`src/rtl/multi_cycle_cu_pkg.sv`:
```
// Shared encodings for the multi-cycle control unit: opcodes, funcs, FSM states,
// mux selects and the instruction classes produced by cu_decode.
package multi_cycle_cu_pkg;

   localparam logic [5:0] OP_RTYPE = 6'b000000;
   localparam logic [5:0] OP_ADDI  = 6'b001000;
   localparam logic [5:0] OP_ORI   = 6'b001101;
   localparam logic [5:0] OP_LW    = 6'b100011;
   localparam logic [5:0] OP_SW    = 6'b101011;
   localparam logic [5:0] OP_BEQ   = 6'b000100;
   localparam logic [5:0] OP_BNE   = 6'b000101;
   localparam logic [5:0] OP_BGTZ  = 6'b000111;
   localparam logic [5:0] OP_J     = 6'b000010;
   localparam logic [5:0] OP_JAL   = 6'b000011;
   localparam logic [5:0] OP_HALT  = 6'b111111;

   localparam logic [5:0] FN_ADD = 6'b100000;
   localparam logic [5:0] FN_SUB = 6'b100010;
   localparam logic [5:0] FN_AND = 6'b100100;
   localparam logic [5:0] FN_OR  = 6'b100101;
   localparam logic [5:0] FN_SLL = 6'b000000;
   localparam logic [5:0] FN_SLT = 6'b101010;
   localparam logic [5:0] FN_JR  = 6'b001000;

   localparam logic [2:0] S_IF   = 3'b000;
   localparam logic [2:0] S_ID   = 3'b001;
   localparam logic [2:0] S_EXE  = 3'b010;
   localparam logic [2:0] S_MEM  = 3'b011;
   localparam logic [2:0] S_WB   = 3'b100;
   localparam logic [2:0] S_HALT = 3'b101;

   localparam logic [1:0] PC_NEXT = 2'b00;
   localparam logic [1:0] PC_REL  = 2'b01;
   localparam logic [1:0] PC_ABS  = 2'b10;
   localparam logic [1:0] PC_REG  = 2'b11;

   localparam logic [2:0] ALU_ADD  = 3'b000;
   localparam logic [2:0] ALU_SUB  = 3'b001;
   localparam logic [2:0] ALU_AND  = 3'b010;
   localparam logic [2:0] ALU_OR   = 3'b011;
   localparam logic [2:0] ALU_SLL  = 3'b100;
   localparam logic [2:0] ALU_CMPS = 3'b101;

   localparam logic [1:0] DST_R31 = 2'b00;
   localparam logic [1:0] DST_RT  = 2'b01;
   localparam logic [1:0] DST_RD  = 2'b10;

   localparam logic [1:0] WD_ALU = 2'b00;
   localparam logic [1:0] WD_DM  = 2'b01;
   localparam logic [1:0] WD_PC4 = 2'b10;

   typedef enum logic [3:0] {
      CL_ALU_R,
      CL_JR,
      CL_ALU_I,
      CL_LW,
      CL_SW,
      CL_BEQ,
      CL_BNE,
      CL_BGTZ,
      CL_J,
      CL_JAL,
      CL_HALT,
      CL_ILLEGAL
   } inst_class_e;

endpackage

```
`src/rtl/multi_cycle_cu_decode.sv`:
```
// Combinational classifier: Op/Func to instruction class plus the ALU-side controls
// that the FSM drives during sEXE.
module cu_decode
   import multi_cycle_cu_pkg::*;
#(
   parameter int OP_W    = 6,
   parameter int FUNC_W  = 6,
   parameter int ALUOP_W = 3
) (
   input  logic [OP_W-1:0]    op_i,
   input  logic [FUNC_W-1:0]  func_i,
   output inst_class_e        cls_o,
   output logic [ALUOP_W-1:0] alu_op_o,
   output logic               alu_src_a_o,
   output logic               alu_src_b_o,
   output logic               ext_sel_o
);

   logic [5:0] op6;
   logic [5:0] fn6;
   logic [2:0] alu;

   assign op6      = 6'(op_i);
   assign fn6      = 6'(func_i);
   assign alu_op_o = ALUOP_W'(alu);

   always_comb begin
      cls_o       = CL_ILLEGAL;
      alu         = ALU_ADD;
      alu_src_a_o = 1'b0;
      alu_src_b_o = 1'b0;
      ext_sel_o   = 1'b0;
      case (op6)
         OP_RTYPE: begin
            case (fn6)
               FN_ADD: cls_o = CL_ALU_R;
               FN_SUB: begin cls_o = CL_ALU_R; alu = ALU_SUB;  end
               FN_AND: begin cls_o = CL_ALU_R; alu = ALU_AND;  end
               FN_OR:  begin cls_o = CL_ALU_R; alu = ALU_OR;   end
               FN_SLT: begin cls_o = CL_ALU_R; alu = ALU_CMPS; end
               // Shift amount comes from the SA field, not rs
               FN_SLL: begin cls_o = CL_ALU_R; alu = ALU_SLL; alu_src_a_o = 1'b1; end
               FN_JR:  cls_o = CL_JR;
               default: cls_o = CL_ILLEGAL;
            endcase
         end
         OP_ADDI: begin cls_o = CL_ALU_I; alu_src_b_o = 1'b1; ext_sel_o = 1'b1; end
         OP_ORI:  begin cls_o = CL_ALU_I; alu = ALU_OR; alu_src_b_o = 1'b1; end
         OP_LW:   begin cls_o = CL_LW;    alu_src_b_o = 1'b1; ext_sel_o = 1'b1; end
         OP_SW:   begin cls_o = CL_SW;    alu_src_b_o = 1'b1; ext_sel_o = 1'b1; end
         OP_BEQ:  begin cls_o = CL_BEQ;   alu = ALU_SUB; ext_sel_o = 1'b1; end
         OP_BNE:  begin cls_o = CL_BNE;   alu = ALU_SUB; ext_sel_o = 1'b1; end
         OP_BGTZ: begin cls_o = CL_BGTZ;  alu = ALU_SUB; ext_sel_o = 1'b1; end
         OP_J:    cls_o = CL_J;
         OP_JAL:  cls_o = CL_JAL;
         OP_HALT: cls_o = CL_HALT;
         default: cls_o = CL_ILLEGAL;
      endcase
   end

endmodule

```
`src/rtl/multi_cycle_cu.sv`:
```
// Multi-cycle control FSM (IF/ID/EXE/MEM/WB/HALT) with memory-ready stalls and a
// retired-instruction counter; all outputs are combinational from state and inputs.
module multi_cycle_cu
   import multi_cycle_cu_pkg::*;
#(
   parameter int OP_W    = 6,
   parameter int FUNC_W  = 6,
   parameter int ALUOP_W = 3,
   parameter int CNT_W   = 32
) (
   input  logic               CLK,
   input  logic               nRST,
   input  logic [OP_W-1:0]    Op,
   input  logic [FUNC_W-1:0]  Func,
   input  logic               ZERO,
   input  logic               SIGN,
   input  logic               MemReady,
   output logic               PCWre,
   output logic               IRWre,
   output logic [1:0]         PCSrc,
   output logic               ALUSrcA,
   output logic               ALUSrcB,
   output logic [ALUOP_W-1:0] ALUOp,
   output logic               ExtSel,
   output logic               RegWr,
   output logic [1:0]         RegDst,
   output logic [1:0]         WrDataSrc,
   output logic               nRD,
   output logic               nWR,
   output logic               Halted,
   output logic               IllegalOp,
   output logic [CNT_W-1:0]   InstRetired
);

   logic [2:0]         state_q, state_d, st;
   logic [CNT_W-1:0]   cnt_q, cnt_d;
   inst_class_e        cls;
   logic [ALUOP_W-1:0] dec_alu_op;
   logic               dec_src_a, dec_src_b, dec_ext;

   cu_decode #(
      .OP_W    (OP_W),
      .FUNC_W  (FUNC_W),
      .ALUOP_W (ALUOP_W)
   ) u_decode (
      .op_i        (Op),
      .func_i      (Func),
      .cls_o       (cls),
      .alu_op_o    (dec_alu_op),
      .alu_src_a_o (dec_src_a),
      .alu_src_b_o (dec_src_b),
      .ext_sel_o   (dec_ext)
   );

   always_comb begin
      // While reset is held the outputs already look like sIF, so no strobe leaks out
      st        = nRST ? state_q : S_IF;
      state_d   = S_IF;
      PCWre     = 1'b0;
      IRWre     = 1'b0;
      PCSrc     = PC_NEXT;
      ALUSrcA   = 1'b0;
      ALUSrcB   = 1'b0;
      ALUOp     = '0;
      ExtSel    = 1'b0;
      RegWr     = 1'b0;
      RegDst    = DST_R31;
      WrDataSrc = WD_ALU;
      nRD       = 1'b1;
      nWR       = 1'b1;
      Halted    = 1'b0;
      IllegalOp = 1'b0;
      case (st)
         S_IF: begin
            IRWre   = MemReady;
            state_d = MemReady ? S_ID : S_IF;
         end
         S_ID: begin
            case (cls)
               CL_J: begin
                  PCWre = 1'b1;
                  PCSrc = PC_ABS;
               end
               CL_JAL: begin
                  PCWre     = 1'b1;
                  PCSrc     = PC_ABS;
                  RegWr     = 1'b1;
                  RegDst    = DST_R31;
                  WrDataSrc = WD_PC4;
               end
               CL_JR: begin
                  PCWre = 1'b1;
                  PCSrc = PC_REG;
               end
               CL_HALT: state_d = S_HALT;
               CL_ILLEGAL: begin
                  IllegalOp = 1'b1;
                  PCWre     = 1'b1;
               end
               default: state_d = S_EXE;
            endcase
         end
         S_EXE: begin
            ALUOp   = dec_alu_op;
            ALUSrcA = dec_src_a;
            ALUSrcB = dec_src_b;
            ExtSel  = dec_ext;
            case (cls)
               CL_BEQ: begin
                  PCWre = 1'b1;
                  PCSrc = ZERO ? PC_REL : PC_NEXT;
               end
               CL_BNE: begin
                  PCWre = 1'b1;
                  PCSrc = !ZERO ? PC_REL : PC_NEXT;
               end
               CL_BGTZ: begin
                  PCWre = 1'b1;
                  PCSrc = (!SIGN && !ZERO) ? PC_REL : PC_NEXT;
               end
               CL_LW, CL_SW: state_d = S_MEM;
               default:      state_d = S_WB;
            endcase
         end
         S_MEM: begin
            if (cls == CL_LW) begin
               nRD     = 1'b0;
               state_d = MemReady ? S_WB : S_MEM;
            end else if (cls == CL_SW) begin
               nWR     = 1'b0;
               PCWre   = MemReady;
               state_d = MemReady ? S_IF : S_MEM;
            end
         end
         S_WB: begin
            RegWr = 1'b1;
            PCWre = 1'b1;
            case (cls)
               CL_LW: begin
                  RegDst    = DST_RT;
                  WrDataSrc = WD_DM;
               end
               CL_ALU_I: RegDst = DST_RT;
               default:  RegDst = DST_RD;
            endcase
         end
         S_HALT: begin
            Halted  = 1'b1;
            state_d = S_HALT;
         end
         default: state_d = S_IF;
      endcase
   end

   assign cnt_d       = PCWre ? cnt_q + CNT_W'(1) : cnt_q;
   assign InstRetired = cnt_q;

   always_ff @(posedge CLK) begin
      if (!nRST) begin
         state_q <= S_IF;
         cnt_q   <= '0;
      end else begin
         state_q <= state_d;
         cnt_q   <= cnt_d;
      end
   end

endmodule

```
`config.mk`:
```
export PLATFORM = sky130hd
export DESIGN_NAME = multi_cycle_cu
export DESIGN_NICKNAME = d
export VERILOG_FILES = /design/src/rtl/multi_cycle_cu_pkg.sv /design/src/rtl/multi_cycle_cu_decode.sv /design/src/rtl/multi_cycle_cu.sv
export SDC_FILE = /design/constraint.sdc
export NUM_CORES = 1
export LEC_CHECK = 0
export ABC_AREA = 0
export CAP_MARGIN = 20
export CELL_PAD_IN_SITES_DETAIL_PLACEMENT = 0
export CELL_PAD_IN_SITES_GLOBAL_PLACEMENT = 1
export CORE_MARGIN = 3
export CORE_UTILIZATION = 37
export CTS_BUF_LIST = sky130_fd_sc_hd__clkbuf_8
export CTS_CLUSTER_DIAMETER = 30
export DETAILED_ROUTE_END_ITERATION = 8
export PLACE_DENSITY = 0.91
export REMOVE_ABC_BUFFERS = 1
export SLEW_MARGIN = 20
export SYNTH_ARGS = -nofsm -noshare
export SYNTH_HDL_FRONTEND = slang
export SYNTH_HIERARCHICAL = 1
export SYNTH_SLANG_ARGS = --single-unit
```
`constraint.sdc`:
```
create_clock -name CLK -period 3.8 [get_ports CLK]
set_input_delay 0.76 -clock CLK [delete_from_list [all_inputs] [get_ports CLK]]
set_output_delay 0.76 -clock CLK [all_outputs]
set_load 0.05 [all_outputs]
```
==> impl_metrics.ini, run 1 <==
[grt]
antenna_found_initial = 0
grt.overflow.total = 0
grt_pass1_wl_mm = 14.8
grt_pass1_vias = 3013
grt_usage = 0.205
grt_start_max_net_pins = 38

[timing]
clock_skew_ps = 4.55
post-route-min-period_ps = 3750
period_share = 0.988
hold_viol = 0
rsz0062_at_grt = true
drv_slew = 0
slew_headroom = 0.506
setup_violations = 0
fmax_mhz = 266
worst_pin_slew_ps = 740

[logic_synthesis]
ys_ff_latch = 35
synth_area_leaders = dfxtp_1 (25%), a21oi_1 (5.6%), nand2_1 (4.0%), or4_1 (3.5%), o31ai_1 (3.2%)
syn_area_per_cell_sq_um = 7.75
seq_area_frac_synth = 0.252
ys.flop_type = dfxtp_1
synth_cell_types = 63
async_reset_ff_frac = 0
synth-edff-count = 0
yosys_warnings = 6
yosysMostFrequentCell = dfxtp_1
synth_common_cells = dfxtp_1 (35), a21oi_1 (31), nand2_1 (30)
synth_top_area_frac = 0.252
postSynthCellCount = 359
synth_area_sq_um = 2780
synth_top_cell_by_area = dfxtp_1

[die]
rows = 30
die_x_um = 92.7
core_area_sq_um = 7060
dieArea_sq_um = 8590
fp.dieH_um = 92.7
start_util = 0.394
ios = 68

[critical_path]
cp_max_fo = 5
cp_slowest_cell = maj3_2
cpMostUsedCell = buf_4
cpPeakStageDelay_ps = 320
cp-start-kind = input pin
crit_type = input pin to primary output
arrival_ps = 2990
cp.required_ps = 3040
reg2reg_from = state_q[1]
crit_path_cell_trace = buf_2, maj3_2, nor3_2, a2bb2oi_2, o211ai_1, buf_4, buf_4, or2_1, a41o_2, nor3_4, nor2_2, buf_6
r2r_slack_ps = 1540
reg2regPathDepth = 6
worst_r2r_endpoint = InstRetired[28]
end_kind = primary output

[layout]
syn_to_final_growth_pct = 49.8
multi_input_area_sq_um = 2010
n_fill_cell = 657
nets = 479
drive_above_1_share = 0.265
seq_area_sq_um = 701
diodes = 0
fin_util = 0.590

[clocking]
insertion_delay_ps = 290
cts_buffer_depth = 2
clkTransAtPathRegs_ps = 70
ctsHtreeMaxLevel = 2
cts-root-buf = clkbuf_8
cts_tree = yes
numCtsBuffers = 5
ctsHoldBuffers = 0
clock_sinks = 35

[route]
first_pass_iters = 5
drt_wl_total_mm = 9.25
initialDrtViolationCount = 252
drt-vias-per-instance = 6.02
vias = 3349
ant_nets = 0
avgRoutedWirePerCell_um = 16.6
drc = 0

[power]
power_mw = 0.865
powerDensity_nw_per_um2 = 208
p_leak_nw = 1.50
ir_worst_vdd_mv = 0.123

[placed_design]
gp_congestion = 0.833
hpwl_mm = 6.65
numPortBuffers = 67

[min_path]
hold_depth = 2
hold_start = InstRetired[31]
hp-class = flop to flop
worstHoldEndpoint = InstRetired[31]

[flow_run]
drv_cap = 0

[outcome]
status = complete, no violations
-- cell families (layout without fill, tap and decap cells) --
family                     Yosys count  count (layout)  synth area share
AOI/OAI and AO/OA                  107             107             0.269
adders and majority gates            2               2           0.00855
buffers and inverters               37             138            0.0684
DFF                                 35              35             0.252
muxes                                6               6            0.0216
and+or+nand+nor                    172             172             0.381
-- per-stage QoR --
stage                     hold slack [ps]  setup slack, ps  instances  TNS (ps)  area [sq um]
after CTS                             491            -39.0        548     -49.6          4040
final                                 491             46.4        556         0          4170
after global placement                453             -285        539     -2850          3910
after global routing                  526            -42.4        556     -50.3          4170
after detailed placement              473             -324        539     -5630          3910
after floorplan                       597             -778        331     -1400          2630
-- where the power goes --
part / total (mW) / internal, mW / switching, mW
sequential: 0.374 / 0.369 / 0.00520
clock: 0.252 / 0.120 / 0.132
combinational: 0.240 / 0.105 / 0.135
-- layout make-up --
| type | count | share of cell area |
|---|---|---|
| clock inverters | 1 | 0.000901 |
| repair buffers | 123 | 0.296 |
| clock buffers | 5 | 0.0165 |
| multi-input cells | 287 | 0.482 |
| inverters | 9 | 0.00811 |
| flip-flops and latches | 35 | 0.168 |
| well taps | 96 | 0.0288 |
-- cell usage in the layout (no fill, tap or decap), types with 13 or more instances in the layout --
master           instances
clkdlybuf4s50_1         36
or4_1                   13
nand2b_1                13
nand2_1                 29
buf_12                  15
dfxtp_1                 35
a21oi_1                 31
buf_4                   55
nor2_1                  17
nand3_1                 17
-- critical path: cells and delay by family --
kind	cells	cell delay [ps]
compound gates	3	600
fa+ha+maj	1	320
buf+inv	4	600
simple gates	4	690
-- sequential cells by signal, indices dropped and copies added, names as in the netlist --
signal,cells
InstRetired,32
state_q,3
-- per-layer routing --
metal	GRT usage	wire, um	vias up
met4	0.0391	92	0
met5	0	0	-
met3	0.0301	474	12
met2	0.318	4340	96
li1	-	-	1608
met1	0.303	4350	1633
-- worst max-delay path by stage --
stage | end | startpoint | cells past startpoint
final | PCWre | Op[1] | 12
after global routing | PCWre | Op[1] | 12
after CTS | PCWre | Op[4] | 12
after detailed placement | PCWre | Op[2] | 12
after global placement | PCWre | Func[0] | 10
after floorplan | PCWre | Op[5] | 8
-- repair_timing --
item                                    4_1_cts  5_1_grt
gates resized for setup                      20       43
pin swaps                                    10       16
endpoints found under the hold margin         0        0
buffers inserted                              3        8
endpoints found under the setup margin       11        9
Power figures use the tool's default switching activity.
==> run 2, diff against run 1 <==
- CORE_UTILIZATION: 37 -> 48
- DONT_BUFFER_PORTS: not set -> 1
- PLACE_DENSITY: 0.91 -> 0.92
==> impl_metrics.ini, run 2 (synthesized netlist as in run 1, its figures left out) <==
[route]
ant_nets = 0
initialDrtViolationCount = 222
drt_wl_total_mm = 7.42
first_pass_iters = 5
drt-vias-per-instance = 6.63
drc = 0
vias = 2870
avgRoutedWirePerCell_um = 17.1

[timing]
worst_pin_slew_ps = 855
worst_hold_slack_ps = 597
drv_slew = 0
fmax_mhz = 273
period_share = 0.964
hold_viol = 0
slew_headroom = 0.427
setup_violations = 0
clock_skew_ps = 5.33
post-route-min-period_ps = 3660

[critical_path]
cpPeakStageDelay_ps = 470
arrival_ps = 2900
cp.required_ps = 3040
cp-start-kind = input pin
crit_path_cell_trace = nor4_2, nor3b_4, o221ai_2, o211ai_1, nor2b_1, o211a_2, nor3_4, nor2_1, buf_4
end_kind = primary output
cp_slowest_cell = o211ai_1
r2r_slack_ps = 1230
cp_max_fo = 13
crit_type = input pin to primary output
reg2regPathDepth = 5

[layout]
layout_commonest_cell = dfxtp_1
final_cells = 433
diodes = 0
drive_above_1_share = 0.141
largest_reg_flops = 32
syn_to_final_growth_pct = 8.23
nets = 378
final_cell_mix = dfxtp_1 (35), a21oi_1 (31), nand2_1 (30)

[placed_design]
numPortBuffers = 0
dp_cells = 423
gp_congestion = 0.820
hpwl_mm = 5.18

[die]
ios = 68
start_util = 0.499
rows = 27
die_x_um = 82.1
dieArea_sq_um = 6740
fp.dieH_um = 82.1
core_area_sq_um = 5570

[power]
ir_worst_vdd_mv = 0.231
p_leak_nw = 0.968
powerDensity_nw_per_um2 = 269

[clocking]
insertion_delay_ps = 290
cts-root-buf = clkbuf_8
clkTransAtPathRegs_ps = 70
cts_tree = yes
numCtsBuffers = 5
ctsHtreeMaxLevel = 2
cts_buffer_depth = 2
clock_sinks = 35

[grt]
grt_usage = 0.221
antenna_found_initial = 0
grt_start_max_net_pins = 53
grt.overflow.total = 0
grt_pass1_wl_mm = 11.8
grt_pass1_vias = 2447

[min_path]
hp-class = input pin to flop
hold_depth = 1

[flow_run]
drv_cap = 0

[outcome]
status = complete, no violations
-- run 2: area by class of cell --
| class | count | area [sq um] |
|---|---|---|
| sequential | 35 | 701 |
| timing repair buffer | 22 | 178 |
| inverter | 9 | 33.8 |
| fill | 543 | 2560 |
| multi-input combinational | 287 | 1910 |
| clock buffer | 7 | 96.3 |
| tap | 72 | 90.1 |
| clock inverter | 1 | 3.75 |
-- run 2: power by group --
group,leakage [nW],internal (mW),switching [mW]
clock,0.0557,0.163,0.136
combinational,0.630,0.0499,0.0864
sequential,0.282,0.369,0.00616
total,0.968,0.581,0.229
-- run 2: repair_timing --
action | 4_1_cts | 5_1_grt
gates resized for setup | 0 | 1
hold endpoints to repair | 0 | 0
hold buffers | 0 | 0
endpoints found under the setup margin | 0 | 1
buffers inserted | 0 | 2
-- run 2: path summary, 6_finish.rpt --
kind | startpoint | to
setup / recovery | Op[5] | PCWre
hold reg to reg | state_q[0] | state_q[2]
hold / removal | nRST | InstRetired[18]
setup reg to reg | InstRetired[2] | InstRetired[21]
-- run 2: metal layers --
metal | global-route usage | vias up | part of all wire
met1 | 0.293 | 1358 | 0.44
met5 | 0 | - | 0
met2 | 0.336 | 95 | 0.46
li1 | - | 1405 | -
met3 | 0.0694 | 12 | 0.088
met4 | 0.0814 | 0 | 0.017
-- run 2: stage by stage --
step / setup WS, ps / setup TNS (ps) / cell area (sq um) / utilization / total power, mW
floorplan: -778 / -1400 / 2630 / - / 0.474
global placement: 233 / 0 / 2890 / 0.518 / 0.512
detailed placement: 191 / 0 / 2890 / 0.518 / 0.514
CTS: 185 / 0 / 2990 / 0.536 / 0.816
global route: -1.73 / -1.73 / 3010 / 0.540 / 0.853
finish: 135 / 0 / 3010 / 0.540 / 0.810
-- run 2: critical path, delay by kind of cell --
kind / cells / cell delay, ps
AO/OA/AOI/OAI: 3 / 920
buffers and inverters: 1 / 200
AND/OR/NAND/NOR: 5 / 1020
==> run 3, diff against run 2 <==
- CORE_MARGIN: 3 -> 5
==> impl_metrics.ini, run 3 (synthesized netlist as in run 1, its figures left out) <==
[layout]
final_cells = 432
largest_reg_flops = 32
syn_to_final_growth_pct = 7.06
n_fill_cell = 537
final_cell_mix = dfxtp_1 (35), a21oi_1 (31), nand2_1 (30)
diodes = 0
layout_commonest_cell = dfxtp_1
drive_above_1_share = 0.136
fin_area_sq_um = 2980
nets = 377

[timing]
setup_violations = 0
drv_slew = 0
fmax_mhz = 280
worst_hold_slack_ps = 593
post-route-min-period_ps = 3570
finalSetupTns_ps = 0
worst_pin_slew_ps = 857
clock_skew_ps = 4.09
rsz0062_at_grt = false
hold_viol = 0
period_share = 0.939
slew_headroom = 0.425

[die]
rows = 27
ios = 68
die_x_um = 86.1
dieArea_sq_um = 7420
start_util = 0.499
fp.dieH_um = 86.1
core_area_sq_um = 5570

[route]
drt-vias-per-instance = 6.62
initialDrtViolationCount = 175
vias = 2860
drt_wl_total_mm = 7.24
ant_nets = 0
top_layer_used = met4
wl_met3_um = 589
avgRoutedWirePerCell_um = 16.8
met1_length_mm = 3.25
first_pass_iters = 4
drc = 0
wl_met2_mm = 3.34

[power]
ir_worst_vdd_mv = 0.233
p_leak_nw = 0.954
powerDensity_nw_per_um2 = 259

[critical_path]
cp_max_fo = 6
arrival_ps = 2810
cp-start-kind = input pin
crit_path_cell_trace = or3_1, nor4b_2, o211ai_1, or2_1, a41o_2, nor3_4, nor2_1, buf_4
end_kind = primary output
crit_family = simple AND/OR/NAND/NOR gates
path_buf_inv = 1
cp_slowest_cell = or3_1
cp.required_ps = 3040
cpPeakStageDelay_ps = 430
crit_type = input pin to primary output

[clocking]
clkTransAtPathRegs_ps = 70
clock_sinks = 35
cts_buffer_depth = 2
insertion_delay_ps = 290
cts_tree = yes
cts_resized = 0
cts-root-buf = clkbuf_8
numCtsBuffers = 5
ctsHtreeMaxLevel = 2

[grt]
grt_pass1_wl_mm = 11.9
grt_usage = 0.192
grt.overflow.total = 0
grt_pass1_vias = 2408
grt_start_max_net_pins = 53
antenna_found_initial = 0

[placed_design]
gp_congestion = 0.826
hpwl_mm = 5.06
placed_area_sq_um = 2890
numPortBuffers = 0
dp_cells = 423

[min_path]
hp-class = input pin to flop

[outcome]
status = complete, no violations

[flow_run]
drv_cap = 0
## run 3: changes by cell type in the layout (fill, tap and decap cells not counted), sizes merged
cell / previous run / this run
buf: 22 / 21
clkbuf: 7 / 5
clkinv: 0 / 1
inv: 10 / 11
## run 3: what timing repair did
| action | 4_1_cts | 5_1_grt |
|---|---|---|
| endpoints found under the setup margin | 0 | 2 |
| hold buffers | 0 | 0 |
| buffers inserted | 0 | 1 |
| endpoints found under the hold margin | 0 | 0 |
## run 3: layout make-up
class | instances | area [sq um] | area share
multi-input cells | 287 | 1900 | 0.639
clock buffers | 5 | 68.8 | 0.0231
well taps | 72 | 90.1 | 0.0303
repair buffers | 21 | 170 | 0.0571
clock inverters | 3 | 12.5 | 0.00420
inverters | 9 | 33.8 | 0.0113
flip-flops and latches | 35 | 701 | 0.235
## run 3: final timing paths
path | to | from | slack, ps | cells after the start
hold / removal | InstRetired[16] | nRST | 590 | 1
setup reg to reg | InstRetired[21] | InstRetired[2] | 1230 | 5
hold reg to reg | state_q[2] | state_q[0] | 670 | 2
setup / recovery | PCWre | Func[0] | 230 | 8
## run 3: metal layers
layer | GRT usage | up-vias
li1 | - | 1408
met1 | 0.266 | 1350
met2 | 0.293 | 95
met3 | 0.0576 | 7
met4 | 0.0388 | 0
met5 | 0 | -
## run 3: metrics by stage
stage                      util  setup WS [ps]  power (mW)
after floorplan               -           -778       0.474
after global placement    0.518            216       0.512
after detailed placement  0.518            192       0.513
after CTS                 0.533            171       0.771
after global routing      0.534           42.7       0.807
final                     0.534            230       0.770
## run 3: report_power, final
group,total [mW],leakage (nW),internal [mW],switching (mW)
clock network,0.262,0.0505,0.123,0.138
logic,0.134,0.621,0.0491,0.0851
registers,0.375,0.282,0.368,0.00604
